==> config.mk <==
export PLATFORM = sky130hd
export DESIGN_NAME = maxpool_layer_sequencer
export DESIGN_NICKNAME = d
export VERILOG_FILES = /design/src/rtl/maxpool_layer_sequencer.sv
export SDC_FILE = /design/constraint.sdc
export NUM_CORES = 1
export LEC_CHECK = 0
export BUFFER_PORTS_ARGS = -buffer_cell sky130_fd_sc_hd__buf_4
export CAP_MARGIN = 15
export CORE_MARGIN = 3
export CORE_UTILIZATION = 52
export CTS_CLUSTER_DIAMETER = 60
export DETAILED_ROUTE_END_ITERATION = 10
export HOLD_SLACK_MARGIN = 0.05
export PLACE_DENSITY_LB_ADDON = 0.3
export SLEW_MARGIN = 0
export SYNTH_ARGS = -nofsm -noshare
export SYNTH_HDL_FRONTEND = slang
export SYNTH_SLANG_ARGS = --single-unit
==> constraint.sdc <==
create_clock -name ap_clk -period 2.4 [get_ports ap_clk]
set_input_delay 0.48 -clock ap_clk [delete_from_list [all_inputs] [get_ports ap_clk]]
set_output_delay 0.48 -clock ap_clk [all_outputs]
set_load 0.005 [all_outputs]
==> src/rtl/maxpool_layer_sequencer.sv <==
// Layer sequencer for the max-pool HLS core: runs a table of per-layer shapes through ap_ctrl_hs.
// Optional per-layer cycle counter enabled by defining MAXPOOL_SEQ_PERF_EN.
module maxpool_layer_sequencer #(
  parameter int unsigned MAX_LAYERS = 4,
  parameter int unsigned DIM_W      = 10,
  parameter int unsigned CH_W       = 10,
  parameter int unsigned CNT_W      = 32,
  localparam int unsigned IW        = $clog2(MAX_LAYERS),
  localparam int unsigned CFG_W     = CH_W + 2 * DIM_W + 2
) (
  input  logic              ap_clk,
  input  logic              ap_rst_n,
  input  logic              cfg_we,
  input  logic [IW-1:0]     cfg_idx,
  input  logic [CFG_W-1:0]  cfg_wdata,
  input  logic [IW:0]       num_layers,
  input  logic              go,
  input  logic              abort,
  output logic              busy,
  output logic              done,
  output logic              err,
  output logic [IW-1:0]     layer_idx,
  output logic              core_ap_start,
  input  logic              core_ap_ready,
  input  logic              core_ap_done,
  output logic [CH_W-1:0]   core_channels,
  output logic [DIM_W-1:0]  core_height,
  output logic [DIM_W-1:0]  core_width,
  output logic [1:0]        core_stride,
  output logic [CNT_W-1:0]  perf_cycles,
  output logic              perf_valid
);

  localparam logic [2:0] S_IDLE  = 3'd0;
  localparam logic [2:0] S_LOAD  = 3'd1;
  localparam logic [2:0] S_START = 3'd2;
  localparam logic [2:0] S_RUN   = 3'd3;
  localparam logic [2:0] S_NEXT  = 3'd4;
  localparam logic [2:0] S_DONE  = 3'd5;

  logic [2:0]       state_q, state_d;
  logic [CFG_W-1:0] table_q [MAX_LAYERS];
  logic [CFG_W-1:0] table_d [MAX_LAYERS];
  logic [IW:0]      nlay_q, nlay_d;
  logic [IW-1:0]    layer_idx_q, layer_idx_d;
  logic             abort_pend_q, abort_pend_d;
  logic             busy_q, busy_d;
  logic             done_q, done_d;
  logic             err_q, err_d;
  logic             start_q, start_d;
  logic [CFG_W-1:0] cfg_q, cfg_d;

  // Next-state, table write and registered-output decode
  always_comb begin
    state_d      = state_q;
    table_d      = table_q;
    nlay_d       = nlay_q;
    layer_idx_d  = layer_idx_q;
    abort_pend_d = abort_pend_q;
    cfg_d        = cfg_q;
    err_d        = 1'b0;

    if (state_q == S_IDLE && cfg_we) table_d[cfg_idx] = cfg_wdata;

    case (state_q)
      S_IDLE: begin
        abort_pend_d = 1'b0;
        if (go) begin
          if (num_layers != '0 && num_layers <= (IW+1)'(MAX_LAYERS)) begin
            nlay_d      = num_layers;
            layer_idx_d = '0;
            state_d     = S_LOAD;
          end else begin
            err_d = 1'b1;
          end
        end
      end
      S_LOAD: begin
        cfg_d = table_q[layer_idx_q];
        if (abort) begin
          abort_pend_d = 1'b1;
          state_d      = S_DONE;
        end else begin
          state_d = S_START;
        end
      end
      S_START: begin
        if (abort) abort_pend_d = 1'b1;
        if (core_ap_ready) state_d = core_ap_done ? S_NEXT : S_RUN;
      end
      S_RUN: begin
        if (abort) abort_pend_d = 1'b1;
        if (core_ap_done) state_d = S_NEXT;
      end
      S_NEXT: begin
        if ((IW+1)'(layer_idx_q) == nlay_q - (IW+1)'(1) || abort_pend_q) begin
          state_d = S_DONE;
        end else begin
          layer_idx_d = layer_idx_q + IW'(1);
          state_d     = S_LOAD;
        end
      end
      S_DONE:  state_d = S_IDLE;
      default: state_d = S_IDLE;
    endcase

    // Outputs are decoded from the upcoming state so they appear registered with it
    start_d = (state_d == S_START);
    busy_d  = (state_d != S_IDLE);
    done_d  = (state_d == S_DONE);
    if (state_d == S_DONE && abort_pend_d) err_d = 1'b1;
  end

  always_ff @(posedge ap_clk) begin
    if (!ap_rst_n) begin
      state_q      <= S_IDLE;
      for (int i = 0; i < int'(MAX_LAYERS); i++) table_q[i] <= '0;
      nlay_q       <= '0;
      layer_idx_q  <= '0;
      abort_pend_q <= 1'b0;
      busy_q       <= 1'b0;
      done_q       <= 1'b0;
      err_q        <= 1'b0;
      start_q      <= 1'b0;
      cfg_q        <= '0;
    end else begin
      state_q      <= state_d;
      table_q      <= table_d;
      nlay_q       <= nlay_d;
      layer_idx_q  <= layer_idx_d;
      abort_pend_q <= abort_pend_d;
      busy_q       <= busy_d;
      done_q       <= done_d;
      err_q        <= err_d;
      start_q      <= start_d;
      cfg_q        <= cfg_d;
    end
  end

  assign busy          = busy_q;
  assign done          = done_q;
  assign err           = err_q;
  assign layer_idx     = layer_idx_q;
  assign core_ap_start = start_q;
  assign core_channels = cfg_q[CH_W-1:0];
  assign core_height   = cfg_q[CH_W+DIM_W-1:CH_W];
  assign core_width    = cfg_q[CH_W+2*DIM_W-1:CH_W+DIM_W];
  assign core_stride   = cfg_q[CFG_W-1:CFG_W-2];

`ifdef MAXPOOL_SEQ_PERF_EN
  logic [CNT_W-1:0] cnt_q, cnt_d, cnt_inc;
  logic [CNT_W-1:0] perf_q, perf_d;
  logic             perf_valid_q, perf_valid_d;
  logic             in_core;

  // Saturating per-layer counter; the ap_done cycle is included via cnt_inc on exit
  always_comb begin
    in_core      = (state_q == S_START) || (state_q == S_RUN);
    cnt_inc      = (&cnt_q) ? cnt_q : cnt_q + CNT_W'(1);
    cnt_d        = cnt_q;
    perf_d       = perf_q;
    perf_valid_d = 1'b0;
    if (state_q == S_LOAD && state_d == S_START) cnt_d = '0;
    else if (in_core)                             cnt_d = cnt_inc;
    if (in_core && state_d == S_NEXT) begin
      perf_d       = cnt_inc;
      perf_valid_d = 1'b1;
    end
  end

  always_ff @(posedge ap_clk) begin
    if (!ap_rst_n) begin
      cnt_q        <= '0;
      perf_q       <= '0;
      perf_valid_q <= 1'b0;
    end else begin
      cnt_q        <= cnt_d;
      perf_q       <= perf_d;
      perf_valid_q <= perf_valid_d;
    end
  end

  assign perf_cycles = perf_q;
  assign perf_valid  = perf_valid_q;
`else
  assign perf_cycles = '0;
  assign perf_valid  = 1'b0;
`endif

endmodule

After elaboration in Yosys (flattened, before gate mapping)
Cells that the tools add are included.
{"block": "word_totals", "regBits": 173, "in_bits": 44, "output_inout_bits": 71, "wordCells": 67}
{"block": "op_classes", "n_addsub": 2, "order_cmp": 4, "n_eq_ne": 10, "n_mux": 24, "n_bitwise": 2, "reduce_logical": 12}
{"op": "bitwise mux 128 bit", "n": 1}
{"op": "two-way mux 32 bit", "n": 3}
{"op": "binary-select mux 32 bit (select 2 bit)", "n": 1}
{"op": "demux 32 bit (select 2 bit)", "n": 1}
{"op": "two-way mux 3 bit", "n": 7}
{"op": "one-hot mux 3 bit (5 select lines)", "n": 1}
{"op": "== test 3 x 2 -> 1 bit (second input constant)", "n": 3}
{"op": "== test 3 bit (second input constant)", "n": 2}
{"op": ">= comparator 3 bit (second input constant)", "n": 2}
{"op": "two-way mux 2 bit", "n": 3}
{"op": "inverter 2 -> 3 bit", "n": 2}
{"op": "nonzero test 3 bit", "n": 2}
{"op": "two-way mux 1 bit", "n": 5}
{"op": "logical AND 1 bit", "n": 4}
{"op": "inequality test 2 bit (second input constant)", "n": 2}
{"op": "one-hot mux 2 bit (2 select lines)", "n": 1}
{"op": "AND reduction 4 bit", "n": 1}
{"op": "== test 2 x 3 -> 1 bit", "n": 1}
{"op": "== test 3 x 1 -> 1 bit (second input constant)", "n": 1}
{"op": "<= comparator 3 bit (second input constant)", "n": 1}
{"op": "zero test 3 bit", "n": 1}
{"op": "< comparator 3 x 1 -> 1 bit (second input constant)", "n": 1}
{"op": "AND reduction 3 bit", "n": 1}
{"op": "OR reduction 3 bit", "n": 1}
{"op": "other kinds (6)", "n": 6}

Longest topological paths before layout
Gate-level depths: netlist of the first run.
{"block": "depth", "ltp_word": 8, "depth_mapped": 7, "mapped_depth_nobuf": 6}

Least setup slack after synthesis of the first run
OpenSTA, ideal clock, no wires.
{"block": "synth_path", "path_type": "input port to flip-flop", "start": "input cfg_we", "end": "register table_q[100] in the netlist's numbering", "setup_ns": 0.116, "arrival_ns": 1.633, "required_ns": 2.284, "slack_ns": 0.650, "stages": 6, "path_buffers": 2, "cell_sequence": "or4b_4 or3_1 buf_2 buf_6 nand2_1 a21boi_1"}
{"block": "synth_via", "elab_chain_len": 1}
{"element": "start, declared", "line_no": "13", "text": "input logic cfg_we,"}
{"element": "logical AND 1 bit", "line_no": "63", "text": "if (state_q == S_IDLE && cfg_we) table_d[cfg_idx] = cfg_wdata;"}
{"element": "end signal, assigned", "line_no": "128", "text": "table_q <= table_d;"}
{"element": "end, declared", "line_no": "42", "text": "logic [CFG_W-1:0] table_q [MAX_LAYERS];"}
No other way between the ends.
A chain may end at the register's enable or synchronous reset.

Worst setup path in the final report of the first run
{"block": "layout_path", "start": "register state_q[2]", "end": "register table_q[127] in the netlist's numbering"}
{"block": "layout_via", "elab_chain_len": 2}
{"element": "start, declared", "line_no": "41", "text": "logic [2:0] state_q, state_d;"}
{"element": "start signal, assigned", "line_no": "127", "text": "state_q <= state_d;"}
{"element": "zero test 3 bit", "line_no": "63"}
{"element": "logical AND 1 bit", "line_no": "63"}
No other way between the ends.

==> flow_summary.json, run 1 <==
{
  "post_drt_wl_per_cell_um": 15.4,
  "whs_ns": 0.311,
  "grt_overflow_total": 0,
  "cts-root-buf": "clkbuf_16",
  "setup_viol": 0,
  "grt_usage": 0.219,
  "ys_seq_area_frac": 0.453,
  "firstDrtPassIters": 7,
  "die_width_um": 127,
  "startpoint_type": "flop",
  "worst-r2r-setup-slack_ns": 0.46,
  "async_flop_share": 0,
  "die_y_um": 127,
  "numCtsBuffers": 17,
  "setup.worst_path.class": "flop to flop",
  "min_period_over_period": 0.808,
  "outcome": "complete, no violations",
  "fillerInstances": 1212,
  "required_ns": 2.71,
  "drt_iter0_markers": 427,
  "synth_ff_type": "dfxtp_1",
  "nets": 961,
  "leakagePower_nw": 3.25,
  "routed_wl_um": 17100,
  "initial_core_util": 0.540,
  "synth_enable_flop_cells": 0,
  "path_clk_slew_ns": 0.06,
  "reg2regPathDepth": 5,
  "grt_pass1_vias": 5488,
  "dp_hpwl_um": 11000,
  "antenna_found_initial": 0,
  "area_growth_pct": 16.1,
  "fp.coreArea_um2": 14100,
  "ir_drop_v": 0.000596,
  "post_cts_buffers": 0,
  "layout-drive-gt1-share": 0.189,
  "grt_start_max_net_pins": 65,
  "avgSynthCellArea_um2": 8.93,
  "ys_ff_latch": 173,
  "grt_pass1_wl_um": 28200,
  "min_path_type": "primary input to flop",
  "routed_via_density": 5.32,
  "crit_path_end": "table_q[127]",
  "vias": 5900,
  "clk_latency_ns": 0.43,
  "r2r_start": "state_q[2]",
  "port_buffers": 81,
  "gp_congestion": 0.767,
  "post_cts_resized": 0,
  "crit_fanout": 19,
  "cts.sink_count": 173,
  "hold_buffers": 0,
  "ios": 115,
  "yosys.cell_types.count": 38,
  "num_rows": 43,
  "drc": 0,
  "ant_nets": 0,
  "dieArea_um2": 16200,
  "yosysWarnings": 0,
  "tritoncts": "done",
  "synth.cell_area_um2": 7640,
  "finClkSkew_ns": 0.0111,
  "cap_violations": 0,
  "ctsHtreeMaxLevel": 4,
  "synthCells": 856,
  "startpoint": "state_q[2]",
  "reg2reg_to": "table_q[127]",
  "diodes": 0,
  "grt_setup_unrepaired": "no",
  "period_minus_slack_ns": 1.94,
  "worstPathArrival_ns": 2.25,
  "end_kind": "flop",
  "hold_viol_final": 0,
  "drv_slew": 0,
  "setup-tns-final_ns": 0,
  "max-clock-path-buffers": 2,
  "fmax_mhz": 516,
  "power_density_nw_per_um2": 715,
  "hp-start": "cfg_wdata[14]"
}
-- cell usage in the layout (no fill, tap or decap), types with 6 or more instances in the layout --
cell type / instances
nand2_1: 324
a21boi_1: 78
buf_4: 103
a21boi_0: 83
o21ai_0: 6
inv_1: 6
dfxtp_1: 171
clkbuf_16: 17
mux4_2: 32
conb_1: 33
-- cells in the mapped netlist (3+ instances only) --
master | number | area (µm²)
and3_1 | 3 | 18.8
dfxtp_1 | 173 | 3460
a21boi_0 | 83 | 623
nand3_1 | 3 | 15.0
and2_1 | 4 | 25.0
or3_1 | 3 | 18.8
buf_2 | 24 | 120
clkbuf_1 | 34 | 128
nand2_1 | 324 | 1220
a21oi_1 | 5 | 25.0
buf_6 | 6 | 67.6
inv_1 | 6 | 22.5
nor2_1 | 5 | 18.8
nor4b_1 | 3 | 26.3
mux4_2 | 32 | 721
o21ai_0 | 6 | 30.0
nor3_1 | 3 | 15.0
a21boi_1 | 78 | 586
buf_4 | 34 | 255
-- where the power goes --
part	leakage [nW]	internal, mW	switching [mW]
Combinational	1.57	0.256	0.333
Sequential	1.40	2.97	0.0624
Clock	0.278	1.61	1.11
Total	3.25	4.84	1.51
-- critical path, stage by stage (launching register included) --
cell and delay, ns:
dfxtp_1 0.44, or4b_4 0.64, or3_1 0.35, buf_4 0.23, nand2_1 0.09, a21boi_0 0.08
-- metal layers --
layer | up-vias | global-route usage | share of wire | routed length, µm
met5 | - | 0 | 0 | 0
met4 | 0 | 0.0618 | 0.011 | 189
met3 | 15 | 0.0543 | 0.059 | 1000
met2 | 174 | 0.366 | 0.49 | 8350
met1 | 2806 | 0.284 | 0.44 | 7570
li1 | 2905 | - | - | -
-- how the worst min path moves through the flow --
stage,end,cells after the start
4_1_cts,table_q[53],3
6_report,table_q[110],3
2_1_floorplan,table_q[51],2
3_3_place_gp,table_q[22],2
5_1_grt,table_q[44],3
3_5_place_dp,table_q[16],2
-- stage by stage --
step,cell area (µm²),setup slack (ns),utilization,std cells,power (mW)
after floorplan,7760,0.650,-,888,3.49
after global placement,8280,0.477,0.585,1077,3.67
after detailed placement,8280,0.445,0.585,1077,3.69
after CTS,8870,0.456,0.627,1109,6.39
after global routing,8870,0.315,0.627,1109,6.59
final,8870,0.460,0.627,1109,6.34
-- flip-flops by register name, summed over array words and instances (netlist names) --
signal,flops
table_q,128
busy,1
layer_idx,2
state_q,3
done,1
err,1
core_ap_start,1
abort_pend_q,1
cfg_q,32
nlay_q,3
-- layout make-up --
cell class	instances	area, µm²	area share
repair buffers	107	853	0.0962
clock buffers	22	474	0.0535
inverters	6	22.5	0.00254
flip-flops and latches	173	3470	0.391
clock inverters	10	114	0.0128
well taps	180	225	0.0254
multi-input cells	611	3720	0.419
-- logic make-up after synthesis --
group                    count (synthesis)  share of synthesized area
XOR/XNOR                                 3                    0.00344
AO/OA/AOI/OAI                          181                      0.175
adder cells (fa/ha/maj)                  1                    0.00164
multiplexers                            34                     0.0970
AND/OR/NAND/NOR                        359                      0.191
flip-flops                             173                      0.453
other                                    1                   0.000491
buffers and inverters                  104                     0.0776
Note: power is estimated with default switching activity, not from simulation.
==> inputs of run 2 (changes only) <==
- clock period: 2.4 -> 1.8 ns (I/O delays scaled with it)
==> flow_summary.json, run 2 (synthesized netlist as in run 1, its figures left out) <==
{
  "routed-wl-met2_um": 8710,
  "top_register": "table_q",
  "worstPathArrival_ns": 2.18,
  "startpoint": "state_q[2]",
  "violations": "setup timing",
  "initial_core_util": 0.540,
  "routedLengthMet1_um": 7920,
  "hold_depth": 3,
  "grt_setup_unrepaired": "yes",
  "grt_overflow_total": 0,
  "clk_latency_ns": 0.42,
  "r2r_start": "state_q[2]",
  "leakagePower_nw": 3.39,
  "setup_viol": 9,
  "required_ns": 2.14,
  "layout-drive-gt1-share": 0.218,
  "grt_usage": 0.218,
  "area_growth_pct": 20.1,
  "drc": 0,
  "power_mw": 8.48,
  "fmax_mhz": 544,
  "setup.worst_path.class": "flop to flop",
  "wl_met3_um": 1110,
  "grt_pass1_wl_um": 27900,
  "reg2regPathDepth": 7,
  "diodes": 0,
  "worst_slack_ns": -0.0367,
  "reg2reg_to": "table_q[117]",
  "min_period_over_period": 1.02,
  "mostFrequentLayoutCell": "nand2_1",
  "post_drt_wl_per_cell_um": 16.0,
  "num_rows": 43,
  "drv_slew": 0,
  "vias": 5955,
  "cts.sink_count": 173,
  "largest_reg_flops": 128,
  "antenna_found_initial": 0,
  "path_clk_slew_ns": 0.07,
  "drt_iter0_markers": 458,
  "period_minus_slack_ns": 1.84,
  "fp.coreArea_um2": 14100,
  "finClkSkew_ns": 0.00848,
  "reg.largest.list": "table_q (128), cfg_q (32)",
  "max-clock-path-buffers": 2,
  "cp_slowest_cell": "or4b_4",
  "min_path_type": "primary input to flop",
  "ir_drop_v": 0.000640,
  "ctsHtreeMaxLevel": 4,
  "final_cell_mix": "317 x nand2_1, 169 x dfxtp_1, 104 x buf_4",
  "cpPeakStageDelay_ns": 0.53,
  "routed_via_density": 5.30,
  "outcome": "complete, but fails checks",
  "port_buffers": 81,
  "path_cells": "or4b_4 > buf_6 > nor3_4 > buf_6 > buf_12 > nand2_1 > a21boi_1",
  "maxUsedRoutingLayer": "met4",
  "tritoncts": "done",
  "end_kind": "flop",
  "cap_violations": 0,
  "ant_nets": 0,
  "grt_pass1_vias": 5573,
  "crit_fanout": 6,
  "relSlewSlack": 0.614,
  "firstDrtPassIters": 5,
  "cpMostUsedCell": "buf_6",
  "gp_congestion": 0.784,
  "numCtsBuffers": 17,
  "cts-root-buf": "clkbuf_16",
  "ios": 115,
  "tightest_slew_ns": 0.579,
  "crit_path_end": "table_q[117]",
  "routed_wl_um": 17900,
  "startpoint_type": "flop",
  "worst-r2r-setup-slack_ns": -0.04,
  "hold_viol_final": 0,
  "dieArea_um2": 16200,
  "nets": 976,
  "dp_hpwl_um": 11200,
  "die_y_um": 127,
  "die_width_um": 127,
  "fin_util": 0.649,
  "power_density_nw_per_um2": 924,
  "grt_start_max_net_pins": 61,
  "hold_buffers": 0
}
-- run 2: cell count changes in the layout (fill, tap and decap cells not counted), sizes merged --
| cell | before | now |
|---|---|---|
| buf | 107 | 119 |
| clkinvlp | 4 | 2 |
| bufinv | 2 | 1 |
| clkinv | 4 | 2 |
| clkbuf | 22 | 29 |
-- run 2: per-stage QoR --
step,setup TNS (ns),setup slack (ns),instances,hold slack [ns],area [µm²]
finish,-0.0969,-0.0367,1123,0.203,9180
global route,-1.01,-0.0551,1123,0.197,9180
CTS,-0.0271,-0.0163,1118,0.188,8990
detailed placement,-0.0231,-0.0231,1087,0.442,8410
global placement,0,0.0488,1087,0.437,8410
floorplan,0,0.121,888,0.432,7760
-- run 2: worst max-delay path, delay by kind of cell (launching register included) --
family / cells / cell delay, ns
flops: 1 / 0.36
simple gates: 3 / 0.77
buf+inv: 3 / 0.48
compound gates: 1 / 0.14
-- run 2: power breakdown --
| group | switching, mW | internal, mW | total, mW |
|---|---|---|---|
| clock | 1.43 | 2.12 | 3.55 |
| combinational | 0.496 | 0.407 | 0.903 |
| sequential | 0.0662 | 3.96 | 4.03 |
-- run 2: repair_timing --
action,4_1_cts,5_1_grt
gates resized for setup,1,31
gates cloned,0,3
pin swaps,0,8
endpoints found under the setup margin,7,90
buffers inserted,0,2
-- run 2: worst min path at each step --
stage | from | endpoint | slack, ns
after floorplan | table_q[51] | table_q[51] | 0.43
after global placement | table_q[22] | table_q[22] | 0.44
after detailed placement | table_q[112] | table_q[112] | 0.44
after CTS | cfg_wdata[12] | table_q[12] | 0.19
after global routing | cfg_wdata[12] | table_q[108] | 0.20
final | cfg_wdata[12] | table_q[12] | 0.20
-- run 2: layer usage --
metal	GRT usage	up-vias
met5	0	-
met4	0.0568	0
met3	0.0502	16
met2	0.371	182
met1	0.280	2816
li1	-	2941
-- run 2: layout make-up --
| cell class | count | area, µm² |
|---|---|---|
| Clock buffer | 26 | 519 |
| Clock inverter | 5 | 55.1 |
| Fill cell | 1165 | 4970 |
| Inverter | 6 | 22.5 |
| Multi-Input combinational cell | 611 | 3780 |
| Sequential cell | 173 | 3470 |
| Tap cell | 180 | 225 |
| Timing Repair Buffer | 122 | 1100 |
